## src/rtl/segre_mem_req_arbiter_if.sv

```systemverilog
// Client-side request/response and memory-side signals of segre_mem_req_arbiter.
// slave: the arbiter's view; master: the clients' and memory's view.
interface segre_mem_req_arbiter_if #(
   parameter int unsigned NUM_CLIENTS = 2,
   parameter int unsigned BUF_DEPTH   = 16,
   parameter int unsigned ADDR_W      = 32,
   parameter int unsigned LINE_BYTES  = 16,
   parameter int unsigned ID_W        = $clog2(NUM_CLIENTS)
);
   localparam int unsigned LINE_W = 8 * LINE_BYTES;
   localparam int unsigned OCC_W  = $clog2(BUF_DEPTH + 1);

   logic [NUM_CLIENTS-1:0]        cli_valid_i;
   logic [NUM_CLIENTS-1:0]        cli_rd_i;
   logic [NUM_CLIENTS-1:0]        cli_wr_i;
   logic [NUM_CLIENTS*ADDR_W-1:0] cli_addr_i;
   logic [NUM_CLIENTS*LINE_W-1:0] cli_line_i;
   logic [NUM_CLIENTS-1:0]        cli_ready_o;
   logic [NUM_CLIENTS-1:0]        cli_rsp_valid_o;
   logic [LINE_W-1:0]             cli_rsp_line_o;

   logic                          mem_req_valid_o;
   logic                          mem_req_ready_i;
   logic                          mem_req_rd_o;
   logic                          mem_req_wr_o;
   logic [ADDR_W-1:0]             mem_req_addr_o;
   logic [LINE_W-1:0]             mem_req_line_o;
   logic [ID_W-1:0]               mem_req_id_o;
   logic                          mem_rsp_valid_i;
   logic [LINE_W-1:0]             mem_rsp_line_i;

   logic [OCC_W-1:0]              occupancy_o;
   logic                          err_o;

   modport slave (
      input  cli_valid_i, cli_rd_i, cli_wr_i, cli_addr_i, cli_line_i,
      output cli_ready_o, cli_rsp_valid_o, cli_rsp_line_o,
      output mem_req_valid_o, mem_req_rd_o, mem_req_wr_o, mem_req_addr_o,
      output mem_req_line_o, mem_req_id_o,
      input  mem_req_ready_i, mem_rsp_valid_i, mem_rsp_line_i,
      output occupancy_o, err_o
   );

   modport master (
      output cli_valid_i, cli_rd_i, cli_wr_i, cli_addr_i, cli_line_i,
      input  cli_ready_o, cli_rsp_valid_o, cli_rsp_line_o,
      input  mem_req_valid_o, mem_req_rd_o, mem_req_wr_o, mem_req_addr_o,
      input  mem_req_line_o, mem_req_id_o,
      output mem_req_ready_i, mem_rsp_valid_i, mem_rsp_line_i,
      input  occupancy_o, err_o
   );
endinterface

```

## src/rtl/segre_mem_req_arbiter.sv

```systemverilog
// N-client round-robin arbiter with in-order request FIFO towards one memory port,
// an outstanding-read limit and in-order read-response routing back to the issuer.
module segre_mem_req_arbiter #(
   parameter int unsigned NUM_CLIENTS = 2,
   parameter int unsigned BUF_DEPTH   = 16,
   parameter int unsigned MAX_RD_OUT  = 4,
   parameter int unsigned ADDR_W      = 32,
   parameter int unsigned LINE_BYTES  = 16,
   parameter int unsigned ID_W        = $clog2(NUM_CLIENTS)
) (
   input  logic                   clk_i,
   input  logic                   rsn_i,
   segre_mem_req_arbiter_if.slave bus
);
   localparam int unsigned LINE_W = 8 * LINE_BYTES;
   localparam int unsigned PTR_W  = $clog2(BUF_DEPTH);
   localparam int unsigned OCC_W  = $clog2(BUF_DEPTH + 1);
   localparam int unsigned RQ_PW  = (MAX_RD_OUT > 1) ? $clog2(MAX_RD_OUT) : 1;
   localparam int unsigned RQ_CW  = $clog2(MAX_RD_OUT + 1);

   typedef struct packed {
      logic [ID_W-1:0]   id;
      logic              rd;
      logic              wr;
      logic [ADDR_W-1:0] addr;
      logic [LINE_W-1:0] line;
   } req_t;

   logic [ID_W-1:0]  r_rr_ptr;
   req_t             r_buf [BUF_DEPTH];
   logic [PTR_W-1:0] r_wr_ptr;
   logic [PTR_W-1:0] r_rd_ptr;
   logic [OCC_W-1:0] r_count;
   logic [ID_W-1:0]  r_idq [MAX_RD_OUT];
   logic [RQ_PW-1:0] r_idq_wr;
   logic [RQ_PW-1:0] r_idq_rd;
   logic [RQ_CW-1:0] r_rd_out;
   logic             r_err;

   logic             w_gnt_found;
   logic [ID_W-1:0]  w_gnt_idx;
   logic             w_full;
   logic             w_accept;
   req_t             w_in;
   req_t             w_head;
   logic             w_empty;
   logic             w_rd_full;
   logic             w_rsp;
   logic             w_req_valid;
   logic             w_issue;
   logic             w_issue_rd;

   function automatic logic [ID_W-1:0] f_rr_idx(input logic [ID_W-1:0] base, input int unsigned off);
      int unsigned s;
      s = 32'(base) + off;
      if (s >= NUM_CLIENTS) s = s - NUM_CLIENTS;
      return ID_W'(s);
   endfunction

   function automatic logic [RQ_PW-1:0] f_rq_inc(input logic [RQ_PW-1:0] p);
      return (p == RQ_PW'(MAX_RD_OUT - 1)) ? '0 : p + 1'b1;
   endfunction

   // Round-robin search starting at r_rr_ptr.
   always_comb begin
      w_gnt_found = 1'b0;
      w_gnt_idx   = '0;
      for (int unsigned i = 0; i < NUM_CLIENTS; i++) begin
         if (!w_gnt_found && bus.cli_valid_i[f_rr_idx(r_rr_ptr, i)]) begin
            w_gnt_found = 1'b1;
            w_gnt_idx   = f_rr_idx(r_rr_ptr, i);
         end
      end
   end

   assign w_full   = (r_count == OCC_W'(BUF_DEPTH));
   assign w_accept = w_gnt_found && !w_full;

   assign w_in.id   = w_gnt_idx;
   assign w_in.rd   = bus.cli_rd_i[w_gnt_idx];
   assign w_in.wr   = bus.cli_wr_i[w_gnt_idx];
   assign w_in.addr = bus.cli_addr_i[32'(w_gnt_idx) * ADDR_W +: ADDR_W];
   assign w_in.line = bus.cli_line_i[32'(w_gnt_idx) * LINE_W +: LINE_W];

   assign w_head    = r_buf[r_rd_ptr];
   assign w_empty   = (r_count == '0);
   assign w_rd_full = (r_rd_out == RQ_CW'(MAX_RD_OUT));
   assign w_rsp     = bus.mem_rsp_valid_i && (r_rd_out != '0);

   // A response in the same cycle frees a slot, so a read at the limit may still go out.
   assign w_req_valid = !w_empty && !(w_head.rd && w_rd_full && !w_rsp);
   assign w_issue     = w_req_valid && bus.mem_req_ready_i;
   assign w_issue_rd  = w_issue && w_head.rd;

   // Ready is forced low while reset is held so it does not follow cli_valid_i then.
   assign bus.cli_ready_o     = (w_accept && rsn_i) ? (NUM_CLIENTS'(1) << w_gnt_idx) : '0;
   assign bus.cli_rsp_valid_o = w_rsp ? (NUM_CLIENTS'(1) << r_idq[r_idq_rd]) : '0;
   assign bus.cli_rsp_line_o  = bus.mem_rsp_line_i;

   assign bus.mem_req_valid_o = w_req_valid;
   assign bus.mem_req_rd_o    = w_head.rd;
   assign bus.mem_req_wr_o    = w_head.wr;
   assign bus.mem_req_addr_o  = w_head.addr;
   assign bus.mem_req_line_o  = w_head.line;
   assign bus.mem_req_id_o    = w_head.id;

   assign bus.occupancy_o = r_count;
   assign bus.err_o       = r_err;

   always_ff @(posedge clk_i or negedge rsn_i) begin
      if (!rsn_i) begin
         r_rr_ptr <= '0;
         r_wr_ptr <= '0;
         r_rd_ptr <= '0;
         r_count  <= '0;
         r_idq_wr <= '0;
         r_idq_rd <= '0;
         r_rd_out <= '0;
         r_err    <= 1'b0;
      end else begin
         if (w_accept) begin
            r_wr_ptr <= r_wr_ptr + 1'b1;
            r_rr_ptr <= (w_gnt_idx == ID_W'(NUM_CLIENTS - 1)) ? '0 : w_gnt_idx + 1'b1;
         end
         if (w_issue) r_rd_ptr <= r_rd_ptr + 1'b1;
         if (w_accept && !w_issue)      r_count <= r_count + 1'b1;
         else if (!w_accept && w_issue) r_count <= r_count - 1'b1;

         if (w_issue_rd) r_idq_wr <= f_rq_inc(r_idq_wr);
         if (w_rsp)      r_idq_rd <= f_rq_inc(r_idq_rd);
         if (w_issue_rd && !w_rsp)      r_rd_out <= r_rd_out + 1'b1;
         else if (!w_issue_rd && w_rsp) r_rd_out <= r_rd_out - 1'b1;

         if (bus.mem_rsp_valid_i && (r_rd_out == '0)) r_err <= 1'b1;
      end
   end

   // Payload storage carries no reset; occupancy and pointers qualify it.
   always_ff @(posedge clk_i) begin
      if (w_accept)   r_buf[r_wr_ptr] <= w_in;
      if (w_issue_rd) r_idq[r_idq_wr] <= w_head.id;
   end
endmodule

```

## src/flat_wrapper.sv

```systemverilog
// flat-port wrapper written by rule: the top's interface ports become plain ports
module segre_mem_req_arbiter_flat 
#(
   parameter int unsigned NUM_CLIENTS = 2,
   parameter int unsigned BUF_DEPTH   = 16,
   parameter int unsigned MAX_RD_OUT  = 4,
   parameter int unsigned ADDR_W      = 32,
   parameter int unsigned LINE_BYTES  = 16,
   parameter int unsigned ID_W        = $clog2(NUM_CLIENTS)
)
  (clk_i, rsn_i, bus_cli_valid_i, bus_cli_rd_i, bus_cli_wr_i, bus_cli_addr_i, bus_cli_line_i, bus_cli_ready_o, bus_cli_rsp_valid_o, bus_cli_rsp_line_o, bus_mem_req_valid_o, bus_mem_req_rd_o, bus_mem_req_wr_o, bus_mem_req_addr_o, bus_mem_req_line_o, bus_mem_req_id_o, bus_mem_req_ready_i, bus_mem_rsp_valid_i, bus_mem_rsp_line_i, bus_occupancy_o, bus_err_o);
  segre_mem_req_arbiter_if #(.NUM_CLIENTS(NUM_CLIENTS), .BUF_DEPTH(BUF_DEPTH), .ADDR_W(ADDR_W), .LINE_BYTES(LINE_BYTES), .ID_W(ID_W)) bus_i ();
  input  logic clk_i;
  input  logic rsn_i;
  input wire logic [$bits(bus_i.cli_valid_i)-1:0] bus_cli_valid_i;
  input wire logic [$bits(bus_i.cli_rd_i)-1:0] bus_cli_rd_i;
  input wire logic [$bits(bus_i.cli_wr_i)-1:0] bus_cli_wr_i;
  input wire logic [$bits(bus_i.cli_addr_i)-1:0] bus_cli_addr_i;
  input wire logic [$bits(bus_i.cli_line_i)-1:0] bus_cli_line_i;
  output wire logic [$bits(bus_i.cli_ready_o)-1:0] bus_cli_ready_o;
  output wire logic [$bits(bus_i.cli_rsp_valid_o)-1:0] bus_cli_rsp_valid_o;
  output wire logic [$bits(bus_i.cli_rsp_line_o)-1:0] bus_cli_rsp_line_o;
  output wire logic [$bits(bus_i.mem_req_valid_o)-1:0] bus_mem_req_valid_o;
  output wire logic [$bits(bus_i.mem_req_rd_o)-1:0] bus_mem_req_rd_o;
  output wire logic [$bits(bus_i.mem_req_wr_o)-1:0] bus_mem_req_wr_o;
  output wire logic [$bits(bus_i.mem_req_addr_o)-1:0] bus_mem_req_addr_o;
  output wire logic [$bits(bus_i.mem_req_line_o)-1:0] bus_mem_req_line_o;
  output wire logic [$bits(bus_i.mem_req_id_o)-1:0] bus_mem_req_id_o;
  input wire logic [$bits(bus_i.mem_req_ready_i)-1:0] bus_mem_req_ready_i;
  input wire logic [$bits(bus_i.mem_rsp_valid_i)-1:0] bus_mem_rsp_valid_i;
  input wire logic [$bits(bus_i.mem_rsp_line_i)-1:0] bus_mem_rsp_line_i;
  output wire logic [$bits(bus_i.occupancy_o)-1:0] bus_occupancy_o;
  output wire logic [$bits(bus_i.err_o)-1:0] bus_err_o;
  assign bus_i.cli_valid_i = bus_cli_valid_i;
  assign bus_i.cli_rd_i = bus_cli_rd_i;
  assign bus_i.cli_wr_i = bus_cli_wr_i;
  assign bus_i.cli_addr_i = bus_cli_addr_i;
  assign bus_i.cli_line_i = bus_cli_line_i;
  assign bus_cli_ready_o = bus_i.cli_ready_o;
  assign bus_cli_rsp_valid_o = bus_i.cli_rsp_valid_o;
  assign bus_cli_rsp_line_o = bus_i.cli_rsp_line_o;
  assign bus_mem_req_valid_o = bus_i.mem_req_valid_o;
  assign bus_mem_req_rd_o = bus_i.mem_req_rd_o;
  assign bus_mem_req_wr_o = bus_i.mem_req_wr_o;
  assign bus_mem_req_addr_o = bus_i.mem_req_addr_o;
  assign bus_mem_req_line_o = bus_i.mem_req_line_o;
  assign bus_mem_req_id_o = bus_i.mem_req_id_o;
  assign bus_i.mem_req_ready_i = bus_mem_req_ready_i;
  assign bus_i.mem_rsp_valid_i = bus_mem_rsp_valid_i;
  assign bus_i.mem_rsp_line_i = bus_mem_rsp_line_i;
  assign bus_occupancy_o = bus_i.occupancy_o;
  assign bus_err_o = bus_i.err_o;
  segre_mem_req_arbiter #(.NUM_CLIENTS(NUM_CLIENTS), .BUF_DEPTH(BUF_DEPTH), .MAX_RD_OUT(MAX_RD_OUT), .ADDR_W(ADDR_W), .LINE_BYTES(LINE_BYTES), .ID_W(ID_W)) u_core (.clk_i(clk_i), .rsn_i(rsn_i), .bus(bus_i));
endmodule
```

## config.mk

```make
export PLATFORM = sky130hd
export DESIGN_NAME = segre_mem_req_arbiter_flat
export DESIGN_NICKNAME = d
export VERILOG_FILES = /design/src/rtl/segre_mem_req_arbiter_if.sv /design/src/rtl/segre_mem_req_arbiter.sv /design/src/flat_wrapper.sv
export SDC_FILE = /design/constraint.sdc
export NUM_CORES = 2
export LEC_CHECK = 0
export ABC_AREA = 1
export BUFFER_PORTS_ARGS = -buffer_cell sky130_fd_sc_hd__clkbuf_2
export CORE_MARGIN = 2
export CORE_UTILIZATION = 60
export CTS_BUF_LIST = sky130_fd_sc_hd__clkbuf_8
export CTS_CLUSTER_SIZE = 16
export DETAILED_ROUTE_END_ITERATION = 8
export PLACE_DENSITY = 0.79
export SLEW_MARGIN = 20
export SYNTH_ARGS = -nofsm -noshare
export SYNTH_HDL_FRONTEND = slang
export SYNTH_SLANG_ARGS = --single-unit
```

## constraint.sdc

```tcl
create_clock -name clk_i -period 9.7 [get_ports clk_i]
set_input_delay 0.97 -clock clk_i [delete_from_list [all_inputs] [get_ports clk_i]]
set_output_delay 0.97 -clock clk_i [all_outputs]
set_load 0.05 [all_outputs]
```

-- Yosys cells after proc, flatten, opt, wreduce, memory -nomap -nowiden
Memory sizes are Yosys's and may differ from the RTL's.
Cells that the tools add are included.
- bits in registers: 22
- RAM bits: 2612
- input port bits: 458
- output and inout bits: 302
- word-level logic and storage cells: 89
- memories kept: 2
- add/sub/neg operators: 12
- magnitude comparators: 5
- equality and inequality tests: 4
- shift operators: 4
- multiplexer cells: 27
- reduce and logical (&&, ||, !) cells: 27
- memories (name ; words ; bits a word ; read ports ; clocked after Yosys merged registers in ; write ports ; RTL line ; source):
    u_core.r_buf ; 16 ; 163 ; 1 ; 0 ; 1 ; segre_mem_req_arbiter.sv:30 ; req_t r_buf [BUF_DEPTH];
    u_core.r_idq ; 4 ; 1 ; 1 ; 0 ; 1 ; segre_mem_req_arbiter.sv:34 ; logic [ID_W-1:0] r_idq [MAX_RD_OUT];
- operators by type and width (operator ; number):
    256-bit by 9-bit indexed part select with 128-bit output ; 1
    64-bit by 7-bit indexed part select with 32-bit output ; 1
    1-bit two-way mux ; 19
    1-bit logical AND ; 14
    5-bit two-way mux ; 2
    4-bit by 1-bit adder with 4-bit output, second input constant ; 2
    1-bit zero test ; 8
    2-bit two-way mux ; 4
    1-bit by 2-bit less-than comparator with 1-bit output, second input constant ; 3
    3-bit two-way mux ; 2
    5-bit by 1-bit adder with 5-bit output, second input constant ; 1
    5-bit equality test, second input constant ; 1
    5-bit zero test ; 1
    5-bit by 1-bit subtractor with 5-bit output, second input constant ; 1
    2-bit by 1-bit adder with 2-bit output, second input constant ; 2
    2-bit equality test, second input constant ; 2
    2-bit nonzero test ; 2
    1-bit by 1-bit left shift with 2-bit output, first input constant ; 2
    3-bit by 1-bit adder with 3-bit output, second input constant ; 1
    3-bit equality test, second input constant ; 1
    3-bit zero test ; 1
    3-bit nonzero test ; 1
    3-bit by 1-bit subtractor with 3-bit output, second input constant ; 1
    1-bit by 1-bit adder with 2-bit output, second input constant ; 1
    4 further kinds ; 5

-- Depth between registers and ports, before layout
- depth after elaboration: 13
- mapped depth: 20
- mapped depth without buffers: 18

-- Least setup slack after synthesis
OpenSTA, ideal clock, no wires.
- path type: input-to-reg
- from: input bus_cli_valid_i[0]
- to: memory u_core.r_buf[11][0] (netlist name) (enable)
- library setup time: 0.688 ns
- arrival: 8.193 ns
- required time: 9.012 ns
- setup slack: 0.820 ns
- cell stages on the path: 4
- buffers on the path: 0
- path through: o21ai_0 nor2_1 inv_1 nor2_1
- longest elaborated chain between the ends: 9
- elaborated cells between the ends (all ways): 11
- classes of those cells: mux (8); reduce/logical (3)
- ends and longest elaborated chain (element ; RTL line ; source):
    start: declaration ; flat_wrapper.sv:15 ; input wire logic [$bits(bus_i.cli_valid_i)-1:0] bus_cli_valid_i;
    1-bit two-way mux (implied by the code) (2 in a row) ; segre_mem_req_arbiter.sv:69 ; if (!w_gnt_found && bus.cli_valid_i[f_rr_idx(r_rr_ptr, i)]) begin
    1-bit two-way mux ; segre_mem_req_arbiter.sv:69 ;
    1-bit zero test ; segre_mem_req_arbiter.sv:69 ;
    1-bit logical AND ; segre_mem_req_arbiter.sv:69 ;
    1-bit two-way mux (*) ; segre_mem_req_arbiter.sv:69 ;
    1-bit logical AND (*) ; segre_mem_req_arbiter.sv:77 ; assign w_accept = w_gnt_found && !w_full;
    1-bit two-way mux (*) ; segre_mem_req_arbiter.sv:140 ; if (w_accept) r_buf[r_wr_ptr] <= w_in;
    1-bit two-way mux (implied by the code) (*) ; segre_mem_req_arbiter.sv:140 ;
    end: declaration ; segre_mem_req_arbiter.sv:30 ;
Every way passes the cells marked *; elsewhere a longest branch is shown, timed or not. The select of a mux whose other input is x is not followed.

-- Worst setup path in the final report
- from: register u_core.r_rd_ptr[0]
- to: output bus_mem_req_line_o[96]
- longest elaborated chain between the ends: 1
- ends and longest elaborated chain (element ; RTL line ; source):
    start: declaration ; segre_mem_req_arbiter.sv:32 ; logic [PTR_W-1:0] r_rd_ptr;
    start signal: assignment ; segre_mem_req_arbiter.sv:125 ; if (w_issue) r_rd_ptr <= r_rd_ptr + 1'b1;
    memory read 16 x 163 bit ; -- ;
    end: declaration ; flat_wrapper.sv:27 ; output wire logic [$bits(bus_i.mem_req_line_o)-1:0] bus_mem_req_line_o;
Every way passes these cells.

==> impl_metrics.ini <==
[outcome]
status = completed

[setup_path]
critical_path.max_fanout = 212
slowest_stage = buf_4
worstPathRequired_ps = 8730
worstSetupEndpointType = output port
cpMostUsedCell = buf_4
cp.arrival_ps = 5890
ff2ff_setup_slack_ps = 4670
worstSetupPathType = flip-flop to output port
critPathLaunchType = flip-flop
reg2regPathDepth = 17
reg2reg_from = u_core.r_rd_ptr[1]$_DFFE_PN0P_
critPathBufInv = 4
r2r_end = u_core.bus.occupancy_o[4]$_DFFE_PN0P_
cpPeakStageDelay_ps = 940
crit_chain = buf_12 > buf_4 > buf_4 > o21ai_0 > o221ai_1 > o211ai_1 > nand2_1 > clkbuf_2
crit_family = buffers and inverters

[floorplan]
die_y_um = 421.8
dieArea_um2 = 177900
die_x_um = 421.8
start_util_pct = 60.31
rows = 153
core_area_um2 = 173600
ioPinCount = 760

[sta]
slew_headroom_pct = 14.02
rsz0062_at_grt = false
max_freq_mhz = 145.8
fin_setup_tns_ps = 0
holdWs_ps = 241.1
fin_skew_ps = 76.25
finalHoldViolations = 0
min_period_over_period_pct = 70.71
fin_crit_ps = 6859
tightest_slew_ps = 1290
setup_slack_ps = 2841
setup_violations = 0
finalMaxSlewViolations = 0

[synth]
yosysMostFrequentCell = edfxtp_1
synth-xor-area-share_pct = 0.07528
muxShareOfSynthArea_pct = 0.01075
synth-seq-cells = 2634
yosys_warnings = 0
async_flop_share_pct = 0.8352
synth_area_leaders = edfxtp_1 (75%), o21ai_0 (6.7%), nor2_1 (5.3%)
synth_compound_area_share_pct = 12.71
synth_area_leader_cell = edfxtp_1
ys.flop_type = edfxtp_1
synth_simple_gate_area_share_pct = 8.050
yosysSeqAreaShare_pct = 75.43
syn_inst = 7896
yosys-top-cells-count = edfxtp_1 (2612), nor2_1 (1470), o21ai_0 (1393)
syn_nets = 8371
syn_area_um2 = 104700
synth_fa_ha_area_share_pct = 0.2175
synth-edff-count = 2612
yosysUniqueCellTypes = 38
syn_area_per_cell_um2 = 13.26
synth_top_family_by_area = compound AO/OA/AOI/OAI gates
synth_top_cell_area_share_pct = 74.91

[placed_design]
place_congestion = 0.7771
dp_slack_ps = 4142
detailed_place_hpwl_mm = 129.7
portBuffers = 503

[final_layout]
fin_nets = 8683
syn2layout_area_growth_pct = 9.761
drive_above_1_share_pct = 13.12

[drt]
remaining_drc_errors = 0
ant_nets = 0
first_pass_iters = 6
drt-initial-drc-count = 9327
routed_wl_mm = 272.7
viasPerCell = 6.350
vias = 68800
routedWlPerCell_um = 25.17

[clocking]
cts.htree.levels = 5
cts_root_buffer = clkbuf_8
clockBufferDepth = 4
clkTransAtPathRegs_ps = 60
cts_hold_buf = 1
cts_sinks = 2634
postCtsSetupRepairBufs = 0
cts.repair.resized = 0
clk_latency_ps = 1090
cts_tree = yes
cts_buffers = 417

[global_route]
antenna_found_initial = 2
gr-total-overflow = 0
grt_pass1_wl_mm = 401.7
grt_usage_pct = 29.78
grt_pass1_vias = 66780
grt_max_degree = 269

[hold_path]
min_path_type = input pin to flip-flop
holdPathStages = 2
hold_start = bus_mem_rsp_valid_i
holdPathEnd = u_core.bus.err_o$_DFFE_PN0P_

[job]
max_cap_violations = 0

[pwr]
peakVddDrop_mv = 0.3890
p_per_area_nw_per_um2 = 330.7
p_leak_nw = 38.77
worst max-delay path by stage:
stage | slack (ps) | startpoint | end | depth (start not counted)
floorplan | 820 | bus_cli_valid_i[0] | u_core.r_buf[11][0]$_DFFE_PP_ | 4
global placement | 4290 | u_core.r_rd_ptr[0]$_DFFE_PN0P_ | bus_mem_req_line_o[87] | 8
detailed placement | 4140 | u_core.r_rd_ptr[0]$_DFFE_PN0P_ | bus_mem_req_line_o[117] | 8
CTS | 2990 | u_core.r_rd_ptr[0]$_DFFE_PN0P_ | bus_mem_req_line_o[117] | 8
global route | 2580 | u_core.r_rd_ptr[0]$_DFFE_PN0P_ | bus_mem_req_line_o[117] | 8
finish | 2840 | u_core.r_rd_ptr[0]$_DFFE_PN0P_ | bus_mem_req_line_o[96] | 8
kinds of logic after synthesis:
group           count (synthesis)
xor+xnor                        9
compound gates               2290
buf+inv                       747
fa+ha+maj                      17
simple gates                 2198
mux                             1
flops                        2634
metal layers:
| metal | track usage [%] | up-vias | part of all wire (%) |
|---|---|---|---|
| met4 | 13.27 | 2 | 4.2 |
| met1 | 39.45 | 33840 | 37 |
| li1 | - | 30060 | - |
| met5 | 0.3226 | - | 0.018 |
| met3 | 5.319 | 672 | 10 |
| met2 | 48.63 | 4227 | 48 |
placed cells by master, fill, tap and decap left out, drive strengths merged:
cell type	count
nor4	1
edfxtp	2612
nand2	605
buf	93
nand3	111
o31ai	8
o21ai	1498
a32oi	1
nand4	5
nor2	1470
clkinvlp	5
a21oi	6
diode	2
inv	179
o221ai	280
a31oi	1
dfrtp	22
clkinv	154
dlygate4sd3	1
a21o	2
a21boi	1
clkbuf	924
o22ai	379
o211ai	113
bufinv	4
or2	5
xnor2	2
mux2	1
ha	15
xor2	7
nor3	1
a31o	1
fa	2
per-stage QoR:
stage | total power, mW | instance area (um2) | utilization, % | instances
3_5_place_dp | 29.78 | 107800 | 62.07 | 10110
3_3_place_gp | 29.36 | 107800 | 62.07 | 10110
4_1_cts | 37.97 | 114900 | 66.19 | 10830
5_1_grt | 39.60 | 114900 | 66.19 | 10840
2_1_floorplan | 25.72 | 104700 | - | 7896
6_report | 38.01 | 114900 | 66.19 | 10840
worst register-to-register path: stages, from the launching register on:
cell     delay, ps
dfrtp_4        760
inv_8          840
buf_4          910
nand3_1        250
nand3_1        130
nand3_1        100
nand2_2        160
nand2_2        100
nand3_1        180
ha_1           240
inv_1          110
fa_1           420
a21o_1         180
a21oi_1        210
nand2_1         90
nand2_1         60
nor2_1          40
xor2_1         130
final cells by class:
type | instances | area, um2
Multi-Input combinational cell | 4515 | 22180
Clock buffer | 421 | 5794
Sequential cell | 2634 | 79000
Tap cell | 2325 | 2909
Fill cell | 11840 | 58700
Clock inverter | 299 | 1350
Inverter | 43 | 205.2
Antenna cell | 2 | 5.005
Timing Repair Buffer | 597 | 3488
registers in the layout, indices dropped and copies added, names as in the netlist:
signal	flops
u_core.r_buf	2608
u_core.bus.occupancy_o	5
u_core.r_idq	4
u_core.r_rd_ptr	4
u_core.r_wr_ptr	4
u_core.r_rd_out	3
u_core.r_idq_rd	2
u_core.r_idq_wr	2
u_core.bus.err_o	1
u_core.r_rr_ptr	1
report_power, final:
part | internal [mW] | switching, mW | leakage (nW)
registers | 14.6 | 0.453 | 24.0
logic | 3.22 | 11.5 | 10.6
clock network | 4.12 | 4.17 | 4.17
No activity file was read; power rests on OpenSTA's default activity.
